<file path="src/rtl/fetch_ctrl.sv">
// fetch_ctrl: IF-stage sequencer (F_PC + F/D register) for a variable-latency imem; optional FETCH_ADDR_CHK_EN adds the D_exc_adel fetch-address check.
// Latency: one instruction per cycle into D when imem acks every cycle; D_PC trails F_PC by one cycle.
// Backpressure: stall freezes F and D; a word acked under stall is parked in hold_buf until stall drops.
module fetch_ctrl #(
  parameter logic [31:0] PC_RESET = 32'h0000_3000,
  parameter logic [31:0] PC_MIN   = 32'h0000_3000,
  parameter logic [31:0] PC_MAX   = 32'h0000_6FFC
) (
  input  logic        clk,
  input  logic        reset,
  input  logic        stall,
  input  logic        npc_sel,
  input  logic [31:0] npc_target,
  output logic        imem_req,
  output logic [31:0] imem_addr,
  input  logic        imem_ack,
  input  logic [31:0] imem_rdata,
  output logic [31:0] F_PC,
  output logic [31:0] D_PC,
  output logic [31:0] D_instr,
  output logic        D_valid,
`ifdef FETCH_ADDR_CHK_EN
  output logic        D_exc_adel,
`endif
  output logic        fetch_busy
);

  typedef enum logic {
    FETCH = 1'b0,
    HOLD  = 1'b1
  } state_t;

  state_t      state;
  logic        pend_v;
  logic [31:0] pend_tgt;
  logic [31:0] hold_buf;

  logic        addr_err;
  logic        ack_ok;
  logic        fetch_rdy;
  logic [31:0] fetch_word;
  logic        redirect;
  logic        transfer;
  logic [31:0] xfer_word;
  logic [31:0] next_pc;

`ifdef FETCH_ADDR_CHK_EN
  logic hold_exc;
  logic xfer_exc;

  assign addr_err = (F_PC[1:0] != 2'b00) || (F_PC < PC_MIN) || (F_PC > PC_MAX);
  assign xfer_exc = (state == HOLD) ? hold_exc : addr_err;
`else
  logic unused_cfg;

  assign addr_err   = 1'b0;
  assign unused_cfg = ^{PC_MIN, PC_MAX};
`endif

  assign imem_req   = !reset && (state == FETCH) && !addr_err;
  assign imem_addr  = F_PC;
  assign fetch_busy = (state == FETCH) && !imem_ack;

  // A bad fetch address completes locally, as if imem had returned a zero word.
  assign ack_ok     = imem_req && imem_ack;
  assign fetch_rdy  = ack_ok || ((state == FETCH) && addr_err);
  assign fetch_word = addr_err ? 32'h0 : imem_rdata;

  assign redirect  = npc_sel && !stall;
  assign transfer  = !stall && ((state == HOLD) || fetch_rdy);
  assign xfer_word = (state == HOLD) ? hold_buf : fetch_word;

  assign next_pc = redirect ? npc_target :
                   pend_v   ? pend_tgt   :
                              F_PC + 32'd4;

  always_ff @(posedge clk or posedge reset) begin
    if (reset) begin
      state    <= FETCH;
      F_PC     <= PC_RESET;
      D_PC     <= 32'h0;
      D_instr  <= 32'h0;
      D_valid  <= 1'b0;
      pend_v   <= 1'b0;
      pend_tgt <= 32'h0;
      hold_buf <= 32'h0;
`ifdef FETCH_ADDR_CHK_EN
      hold_exc   <= 1'b0;
      D_exc_adel <= 1'b0;
`endif
    end else begin
      if (transfer) begin
        D_instr <= xfer_word;
        D_PC    <= F_PC;
        D_valid <= 1'b1;
        F_PC    <= next_pc;
        state   <= FETCH;
`ifdef FETCH_ADDR_CHK_EN
        D_exc_adel <= xfer_exc;
`endif
      end else if (state == FETCH) begin
        if (fetch_rdy) begin
          // stall is high here: park the word so the request is not reissued
          hold_buf <= fetch_word;
          state    <= HOLD;
`ifdef FETCH_ADDR_CHK_EN
          hold_exc <= addr_err;
`endif
        end else if (!stall) begin
          D_valid <= 1'b0;
        end
      end

      // The delay-slot fetch is still in flight; remember where to go after it lands.
      if (transfer) begin
        pend_v <= 1'b0;
      end else if (redirect) begin
        pend_v   <= 1'b1;
        pend_tgt <= npc_target;
      end
    end
  end

endmodule

</file>
<file path="config.mk">
export PLATFORM = sky130hd
export DESIGN_NAME = fetch_ctrl
export DESIGN_NICKNAME = d
export VERILOG_FILES = /design/src/rtl/fetch_ctrl.sv
export SDC_FILE = /design/constraint.sdc
export NUM_CORES = 1
export LEC_CHECK = 0
export BUFFER_PORTS_ARGS = -buffer_cell sky130_fd_sc_hd__clkbuf_2
export CAP_MARGIN = 20
export CORE_ASPECT_RATIO = 1.25
export CORE_UTILIZATION = 58
export CTS_CLUSTER_DIAMETER = 60
export DETAILED_ROUTE_END_ITERATION = 8
export GPL_TIMING_DRIVEN = 0
export HOLD_SLACK_MARGIN = 0.15
export PLACE_DENSITY = 0.86
export SYNTH_ARGS = -nofsm -noshare
export SYNTH_HDL_FRONTEND = slang
export SYNTH_SLANG_ARGS = --single-unit
</file>
<file path="constraint.sdc">
create_clock -name clk -period 12.85 [get_ports clk]
set_input_delay 0 -clock clk [delete_from_list [all_inputs] [get_ports clk]]
set_output_delay 0 -clock clk [all_outputs]
set_load 0.03 [all_outputs]
</file>
Yosys cells after proc, flatten, opt, wreduce, memory -nomap -nowiden
Cells that the tools add are included.

Divide/modulo/power cells: 0. Multiplexer cells: 12. Add/sub/neg operators: 1. Shifts and indexed selects: 0. Eq/ne operators: 3. Bitwise gates (word level): 2. Reductions and logical operators: 13. Magnitude comparators: 0. Multipliers: 0.

Operators by type and width (number): $mux W32 (3); $add A32 B3 Y32 const B (1); $mux W1 (9); $ne A2 B1 Y1 const B (3); $reduce_and A3 Y1 (2); $logic_and A1 B1 Y1 (5); $logic_not A1 Y1 (3); $not A1 Y1 (2); $reduce_and A2 Y1 (1); $reduce_bool A2 Y1 (1); $logic_or A1 B1 Y1 (1).

Output and inout port bits: 131. Input port bits: 69. Bits in writable memories: 0. Word-level logic and storage cells: 39. Memories kept: 0. Bits in registers: 163. Memory bits (read-only): 0. Latch bits: 0.

Depth between registers and ports, before layout
Gate-level depths: netlist (run 1).

Depth after elaboration: 7. Mapped depth: 8. Gate-level depth less buffers: 6.

Worst setup path before layout (run 1)
Ideal clock, no wire load.

Path kind: flip-flop to flip-flop. Start point: reg F_PC[2]. End point: reg F_PC[24]. Path buffers: 1. Setup slack: 10.693 ns. Library setup time: 0.135 ns. Cell stages (with the launch flop): 8. Arrival: 2.022 ns. Cell sequence: dfrtp_1 > ha_1 > nand2_1 > or3_1 > buf_6 > or3_1 > mux2i_1 > o31ai_1.

Longest elaborated chain between the ends: 3.

RTL lines: start: declaration (line 18) `output logic [31:0] F_PC,`; start signal: assignment (line 96) `F_PC <= next_pc;`; $add A32 B3 Y32 (line 75) `F_PC + 32'd4;`; $mux W32 (line 74) `pend_v ? pend_tgt :`; $mux W32 (line 73) `assign next_pc = redirect ? npc_target :`.

No other way between the ends. A chain may end at the register's enable or synchronous reset.

Worst setup path in the final report (run 1)
Start point: reg state. End point: reg F_PC[1].

Longest elaborated chain between the ends: 5.

RTL lines: start: declaration (line 33) `state_t state;`; start signal: assignment (line 79) `state <= FETCH;`; start signal: assignment (line 97) `state <= FETCH;`; start signal: assignment (line 105) `state <= HOLD;`; $not A1 Y1; $logic_and A1 B1 Y1 (line 60) `assign imem_req = !reset && (state == FETCH) && !addr_err;`; $logic_and A1 B1 Y1 (line 65) `assign ack_ok = imem_req && imem_ack;`; $logic_or A1 B1 Y1 (*) (line 70) `assign transfer = !stall && ((state == HOLD) || fetch_rdy);`; $logic_and A1 B1 Y1 (*) (line 70).

Every way passes the cells marked *; elsewhere a longest branch is shown, timed or not.

==> metrics.cfg, run 1 <==
[logic_synthesis]
synthTopCellsByCount=161 x dfrtp_1, 156 x nand2_1, 65 x mux2_2
syn_avg_cell_area_um2=10.3
yosysSeqAreaShare=0.519
synth_area_leaders=dfrtp_1 51%, mux2_2 9.3%, nand2_1 7.4%
synth_most_common_cell=dfrtp_1
postSynthCellCount=762
synth_top_area_share=0.513
synth_edf_count=0
synth_fp_nets=832
yosysWarnings=0
synth_flop_cell=dfrtp_1
synth_cell_types=67
synthArstFlopShare=1.00
ys_seq_elements=163
syn_area_um2=7860
netlist.top_cell.by_area=dfrtp_1

[clocking]
cts_tree=built
root_buffer=clkbuf_16
cts_resized=0
clkLatencyLatePin_ps=430
cts-buffers-inserted=17
cts.path.max_buffers=2
h-tree-depth=4
clk_pin_slew_ps=70
clock_sinks=163

[grt]
antenna_found_initial=0
grt_pass1_wl_mm=37.6
grt_overflow=0
grt_max_degree=104
grt_pass1_vias=7504
track_usage=0.345

[worst_setup_path]
cp-end-kind=register
arrival_ps=2890
cp_data_required_time_ps=13140
r2r_start=state
critPathLaunch=state
crit_type=register to register
r2r_setup_slack_ps=10240
regToRegEndpoint=F_PC[1]
reg2reg_depth=6
cp-start-kind=register
cp_max_fo=10
cp-endpoint=F_PC[1]

[final_layout]
drive_gt1_frac=0.347
multi_input_area_um2=3280
fill_cells=857
final_area_um2=10500
diodes=0
stdcell_count=1233
syn_to_final_growth_pct=33.0
finish.utilization=0.790
finalNetCount=1119
regArea_um2=4080

[pwr]
seqPwrFrac=0.379
power_frac_clock=0.288
powerDensity_nw_per_um2=191
combinationalPowerShare=0.333
ir_drop_uv=101
power.total_mw=1.99
intPower_mw=1.23
power_switching_uw=763
p_leak_nw=5.02
switching_share=0.383

[timing]
setup_tns_ps=0
final_max_slew_viol_count=0
setup_violations=0
whs_ps=207
fmax_mhz=384
relSlewSlack=0.283
period_minus_slack_ps=2610
worst_pin_slew_ps=1080
setup_slack_ps=10240
hold_viol_final=0
clock_skew_ps=9.56
rsz0062_at_grt=false
fin_crit_sh=0.203

[floorplan]
die_area_um2=14000
rows=47
die_y_um=132
die_w_um=106
coreArea_um2=13200
start_util=0.594
io_pins=200

[job]
drv_cap=0

[status]
status=finished clean

[min_path]
hold_class=input port to async pin

[route]
ant_nets=0
drc_errors=0
wirelength_mm=23.1
drtIter0Drc=664
routed_via_density=5.82
dr.pass1.iters=6
wl_per_cell_um=18.7
vias=7178

[placed_design]
dp_hpwl_mm=14.8
placedCellCount=1133
pre_cts_ws_ps=10350
io_buffers=199
gp_congestion=0.891
place_area_um2=9100

==> worst max-delay path, stage by stage, from the launching register on <==
cell and delay (ps):
dfrtp_1 320, buf_2 220, inv_2 80, a21oi_1 830
clkbuf_1 510, buf_2 390, a21oi_1 130
==> registers in the layout (all words and copies together), names as in the netlist <==
| signal | cells |
|---|---|
| hold_buf | 32 |
| D_instr | 32 |
| D_valid | 1 |
| state | 1 |
| D_PC | 32 |
| pend_tgt | 32 |
| F_PC | 32 |
| pend_v | 1 |
==> worst min-delay path by stage <==
stage / end / start / cells past startpoint
final: hold_buf[23] / reset / 3
after global routing: D_instr[23] / reset / 3
after CTS: D_instr[19] / reset / 3
after detailed placement: D_instr[13] / reset / 2
after global placement: hold_buf[1] / imem_rdata[1] / 2
after floorplan: fetch_busy / imem_ack / 1
==> logic make-up (layout without fill, tap and decap cells) <==
family / count (synthesis) / in the layout / synth area share
multiplexers: 103 / 103 / 0.142
XOR/XNOR: 8 / 8 / 0.00891
AO/OA/AOI/OAI: 139 / 139 / 0.112
buffers and inverters: 88 / 388 / 0.0640
adder cells (fa/ha/maj): 1 / 1 / 0.00159
AND/OR/NAND/NOR: 260 / 260 / 0.152
flip-flops: 163 / 163 / 0.519
==> layout by cell type, fill, tap and decap left out, types with 4 or more instances in the layout <==
master / count
nor2_1: 39
buf_1: 8
clkbuf_16: 17
nand3_1: 12
clkbuf_1: 24
o21ai_0: 49
inv_1: 5
bufinv_16: 5
a31oi_1: 4
mux2i_1: 37
a21oi_1: 33
o22a_1: 4
dfrtp_1: 161
buf_2: 12
mux2_2: 65
dlygate4sd3_1: 68
nand4_1: 4
nor3_1: 11
buf_4: 32
o22ai_1: 8
clkbuf_2: 199
and3_1: 9
buf_6: 5
nand2_1: 156
xnor2_1: 5
inv_6: 6
==> power by group through the flow <==
stage | Sequential, mW | Combinational, mW | Clock, mW
after floorplan | 0.885 | 0.305 | 0
after global placement | 0.750 | 0.619 | 0
after detailed placement | 0.756 | 0.636 | 0
after CTS | 0.748 | 0.656 | 0.577
after global routing | 0.769 | 0.707 | 0.595
final | 0.756 | 0.663 | 0.573
==> final cells by class <==
| cell class | instances | share of cell area |
|---|---|---|
| clock buffers | 17 | 0.0407 |
| multi-input cells | 511 | 0.313 |
| well taps | 171 | 0.0205 |
| clock inverters | 15 | 0.0230 |
| inverters | 7 | 0.00323 |
| flip-flops and latches | 163 | 0.391 |
| plain buffers | 81 | 0.0456 |
| repair buffers | 268 | 0.163 |
==> timing repair <==
item / 4_1_cts / 5_1_grt
endpoints found under the hold margin: 263 / 0
hold buffers: 68 / 0
setup endpoints to repair: 0 / 0
buffers inserted: 0 / 0
==> layer usage <==
layer,vias to the layer above,part of all wire,track usage
li1,3210,-,-
met1,3490,0.36,0.407
met5,-,0,0
met2,382,0.51,0.591
met4,0,0.046,0.180
met3,96,0.078,0.0707
(Power assumes the default switching activity.)
==> run 2, diff against run 1 <==
--- a/config.mk
+++ b/config.mk
@@ -5,15 +5,16 @@
 export SDC_FILE = /design/constraint.sdc
 export NUM_CORES = 1
 export LEC_CHECK = 0
+export ABC_AREA = 1
 export BUFFER_PORTS_ARGS = -buffer_cell sky130_fd_sc_hd__clkbuf_2
 export CAP_MARGIN = 20
 export CORE_ASPECT_RATIO = 1.25
-export CORE_UTILIZATION = 58
+export CORE_UTILIZATION = 54
 export CTS_CLUSTER_DIAMETER = 60
 export DETAILED_ROUTE_END_ITERATION = 8
 export GPL_TIMING_DRIVEN = 0
 export HOLD_SLACK_MARGIN = 0.15
-export PLACE_DENSITY = 0.86
+export PLACE_DENSITY = 0.81
 export SYNTH_ARGS = -nofsm -noshare
 export SYNTH_HDL_FRONTEND = slang
 export SYNTH_SLANG_ARGS = --single-unit
==> constraint.sdc (replaced) <==
create_clock -name clk -period 2.5 [get_ports clk]
set_input_delay 0 -clock clk [delete_from_list [all_inputs] [get_ports clk]]
set_output_delay 0 -clock clk [all_outputs]
set_load 0.03 [all_outputs]
==> metrics.cfg, run 2 <==
[worst_setup_path]
cp-start-kind=input port  ; was register
path_buf_inv=7  ; was 4
slowest_stage=dlygate4sd3_1  ; was a21oi_1
regToRegEndpoint=hold_buf[4]  ; was F_PC[1]
reg2reg_depth=6  ; unchanged
arrival_ps=2420  ; was 2890 ps
r2r_setup_slack_ps=400  ; was 10240 ps
crit_family=buffers and inverters  ; unchanged
cp_max_fo=62  ; was 10
r2r_start=state  ; unchanged
crit_chain=dlygate4sd3_1 -> clkbuf_2 -> inv_8 -> buf_16 -> a21oi_2 -> nor2_4 -> inv_2 -> buf_4 -> buf_2 -> nand2_1 -> o21ai_0  ; was buf_2 -> inv_2 -> a21oi_1 -> clkbuf_1 -> buf_2 -> a21oi_1
crit_type=input port to register  ; was register to register
cp-end-kind=register  ; unchanged
cpPeakStageDelay_ps=530  ; was 830 ps
cp_data_required_time_ps=2800  ; was 13140 ps

[grt]
antenna_found_initial=0  ; unchanged
track_usage=0.332  ; was 0.345
grt_pass1_wl_mm=40.5  ; was 37.6 mm
grt_max_degree=105  ; was 104
grt_pass1_vias=8136  ; was 7504
grt_overflow=0  ; unchanged

[pwr]
power_frac_clock=0.279  ; was 0.288
p_leak_nw=5.70  ; was 5.02 nW
power_switching_mw=3.99  ; was 763 uW
seqPwrFrac=0.378  ; was 0.379
intPower_mw=6.07  ; was 1.23 mW
combinationalPowerShare=0.343  ; was 0.333
powerDensity_nw_per_um2=933  ; was 191 nW/um^2
ir_drop_uv=551  ; was 101 uV
switching_share=0.397  ; was 0.383

[final_layout]
final_area_um2=10800  ; was 10500 um^2
multi_input_area_um2=3130  ; was 3280 um^2
finish.utilization=0.742  ; was 0.790
diodes=0  ; unchanged
final_common_cell=nand2_1  ; was clkbuf_2
regArea_um2=4080  ; unchanged
fill_cells=1062  ; was 857
syn_to_final_growth_pct=32.4  ; was 33.0%
mostFrequentLayoutCells=392 x nand2_1, 199 x clkbuf_2, 161 x dfrtp_1  ; was 199 x clkbuf_2, 161 x dfrtp_1, 156 x nand2_1
drive_gt1_frac=0.233  ; was 0.347
finalNetCount=1429  ; was 1119

[timing]
period_minus_slack_ps=2120
setup_tns_ps=0  ; unchanged
fin_crit_sh=0.846
whs_ps=186  ; was 207 ps
relSlewSlack=0.604  ; was 0.283
final_max_slew_viol_count=0  ; unchanged
fmax_mhz=473
setup_violations=0  ; unchanged
worst_pin_slew_ps=595  ; was 1080 ps
rsz0062_at_grt=false  ; unchanged
clock_skew_ps=8.24  ; was 9.56 ps
hold_viol_final=0  ; unchanged
setup_slack_ps=384  ; was 10240 ps

[logic_synthesis]
synthTopCellsByCount=392 x nand2_1, 161 x dfrtp_1, 151 x o21ai_0  ; was 161 x dfrtp_1, 156 x nand2_1, 65 x mux2_2
yosysWarnings=0  ; unchanged
synth_area_leaders=dfrtp_1 49%, nand2_1 18%, o21ai_0 9.3%  ; was dfrtp_1 51%, mux2_2 9.3%, nand2_1 7.4%
yosysSeqAreaShare=0.501  ; was 0.519
netlist.top_cell.by_area=dfrtp_1  ; unchanged
syn_avg_cell_area_um2=7.63  ; was 10.3 um^2
synth_top_area_share=0.495  ; was 0.513
synth_most_common_cell=nand2_1  ; was dfrtp_1
syn_area_um2=8140  ; was 7860 um^2
synth_flop_cell=dfrtp_1  ; unchanged
postSynthCellCount=1067  ; was 762
synth_edf_count=0  ; unchanged
ys_seq_elements=163  ; unchanged
synth_cell_types=30  ; was 67
synth_fp_nets=1137  ; was 832
synthArstFlopShare=1.00  ; unchanged

[route]
wl_met2_mm=13.2  ; was 11.8 mm
met1Wirelength_mm=9.43  ; was 8.43 mm
routed.top_layer=met4  ; unchanged
drc_errors=16  ; was 0
wl_per_cell_um=16.2  ; was 18.7 um
drtIter0Drc=522  ; was 664
routed_via_density=5.32  ; was 5.82
dr.pass1.iters=7  ; was 6
vias=8253  ; was 7178
wl_met3_mm=1.80  ; was 1.81 mm
wirelength_mm=25.1  ; was 23.1 mm
ant_nets=0  ; unchanged

[placed_design]
io_buffers=198  ; was 199
dp_hpwl_mm=16.4  ; was 14.8 mm
pre_cts_ws_ps=169  ; was 10350 ps
gp_congestion=0.931  ; was 0.891
place_area_um2=9390  ; was 9100 um^2

[floorplan]
die_area_um2=15600  ; was 14000 um^2
io_pins=200  ; unchanged
coreArea_um2=14500  ; was 13200 um^2
rows=49  ; was 47
die_y_um=139  ; was 132 um
die_w_um=112  ; was 106 um
start_util=0.560  ; was 0.594

[clocking]
cts.path.max_buffers=2  ; unchanged
clock_sinks=163  ; unchanged
root_buffer=clkbuf_16  ; unchanged
clkLatencyLatePin_ps=440  ; was 430 ps
cts_tree=built  ; unchanged
h-tree-depth=4  ; unchanged
cts-buffers-inserted=17  ; unchanged
cts_setup_buffers=0  ; unchanged
clk_pin_slew_ps=70  ; about the same

[status]
status=complete, but fails checks  ; was finished clean
violations=DRC

[min_path]
hold_class=input port to async pin  ; unchanged

[job]
drv_cap=0  ; unchanged

## run 2: changes by cell type after synthesis, sizes merged, moves of 11 or more
cell	previous run	this run
o21ai	49	155
nand3	14	36
nor2	39	54
nor3	15	0
a21oi	34	59
mux2	66	2
nand2	156	394
mux2i	37	0
and3	11	0
inv	7	105
## run 2: repair_timing
action | in CTS | in global routing
resized for setup | 0 | 2
hold buffers | 73 | 0
endpoints found under the setup margin | 0 | 44
endpoints found under the hold margin | 268 | 0
## run 2: logic make-up after synthesis
kind of cell	count (synthesis)	share of synthesized area
simple gates	486	0.238
compound gates	223	0.141
buf+inv	191	0.114
flops	163	0.501
mux	2	0.00277
xor+xnor	1	0.00108
fa+ha+maj	1	0.00154
## run 2: metal layers
metal  vias up  track usage
li1       3911            -
met1      3899        0.385
met2       378        0.593
met3        65       0.0732
met4         0        0.133
met5         -            0
## run 2: how the worst max path moves through the flow
stage	start	end	slack, ps	cells past startpoint
floorplan	reset	F_PC[7]	360	8
global placement	reset	pend_tgt[29]	-520	6
detailed placement	reset	pend_tgt[28]	170	7
CTS	reset	pend_tgt[25]	100	8
global route	reset	F_PC[0]	130	11
finish	reset	D_PC[31]	380	11
## run 2: worst min-delay path, cell delays in order
cell	delay, ps
dlygate4sd3_1	530
clkbuf_2	180
inv_8	350
## run 2: layout make-up
type,instances,area share
flip-flops and latches,163,0.379
inverters,105,0.0373
well taps,178,0.0207
plain buffers,86,0.0500
clock buffers,22,0.0449
clock inverters,10,0.0136
multi-input cells,713,0.290
repair buffers,273,0.165
## run 2: per-stage QoR
stage / cells / total power, mW
2_1_floorplan: 1067 / 6.05
5_1_grt: 1550 / 10.5
3_3_place_gp: 1443 / 7.02
6_report: 1550 / 10.1
4_1_cts: 1549 / 10.0
3_5_place_dp: 1444 / 7.11
## run 2: power groups by stage
stage	clock, mW	combinational [mW]	sequential [mW]
floorplan	0	1.53	4.53
global placement	0	3.22	3.80
global route	2.91	3.72	3.88
CTS	2.82	3.41	3.78
detailed placement	0	3.29	3.82
finish	2.81	3.45	3.81
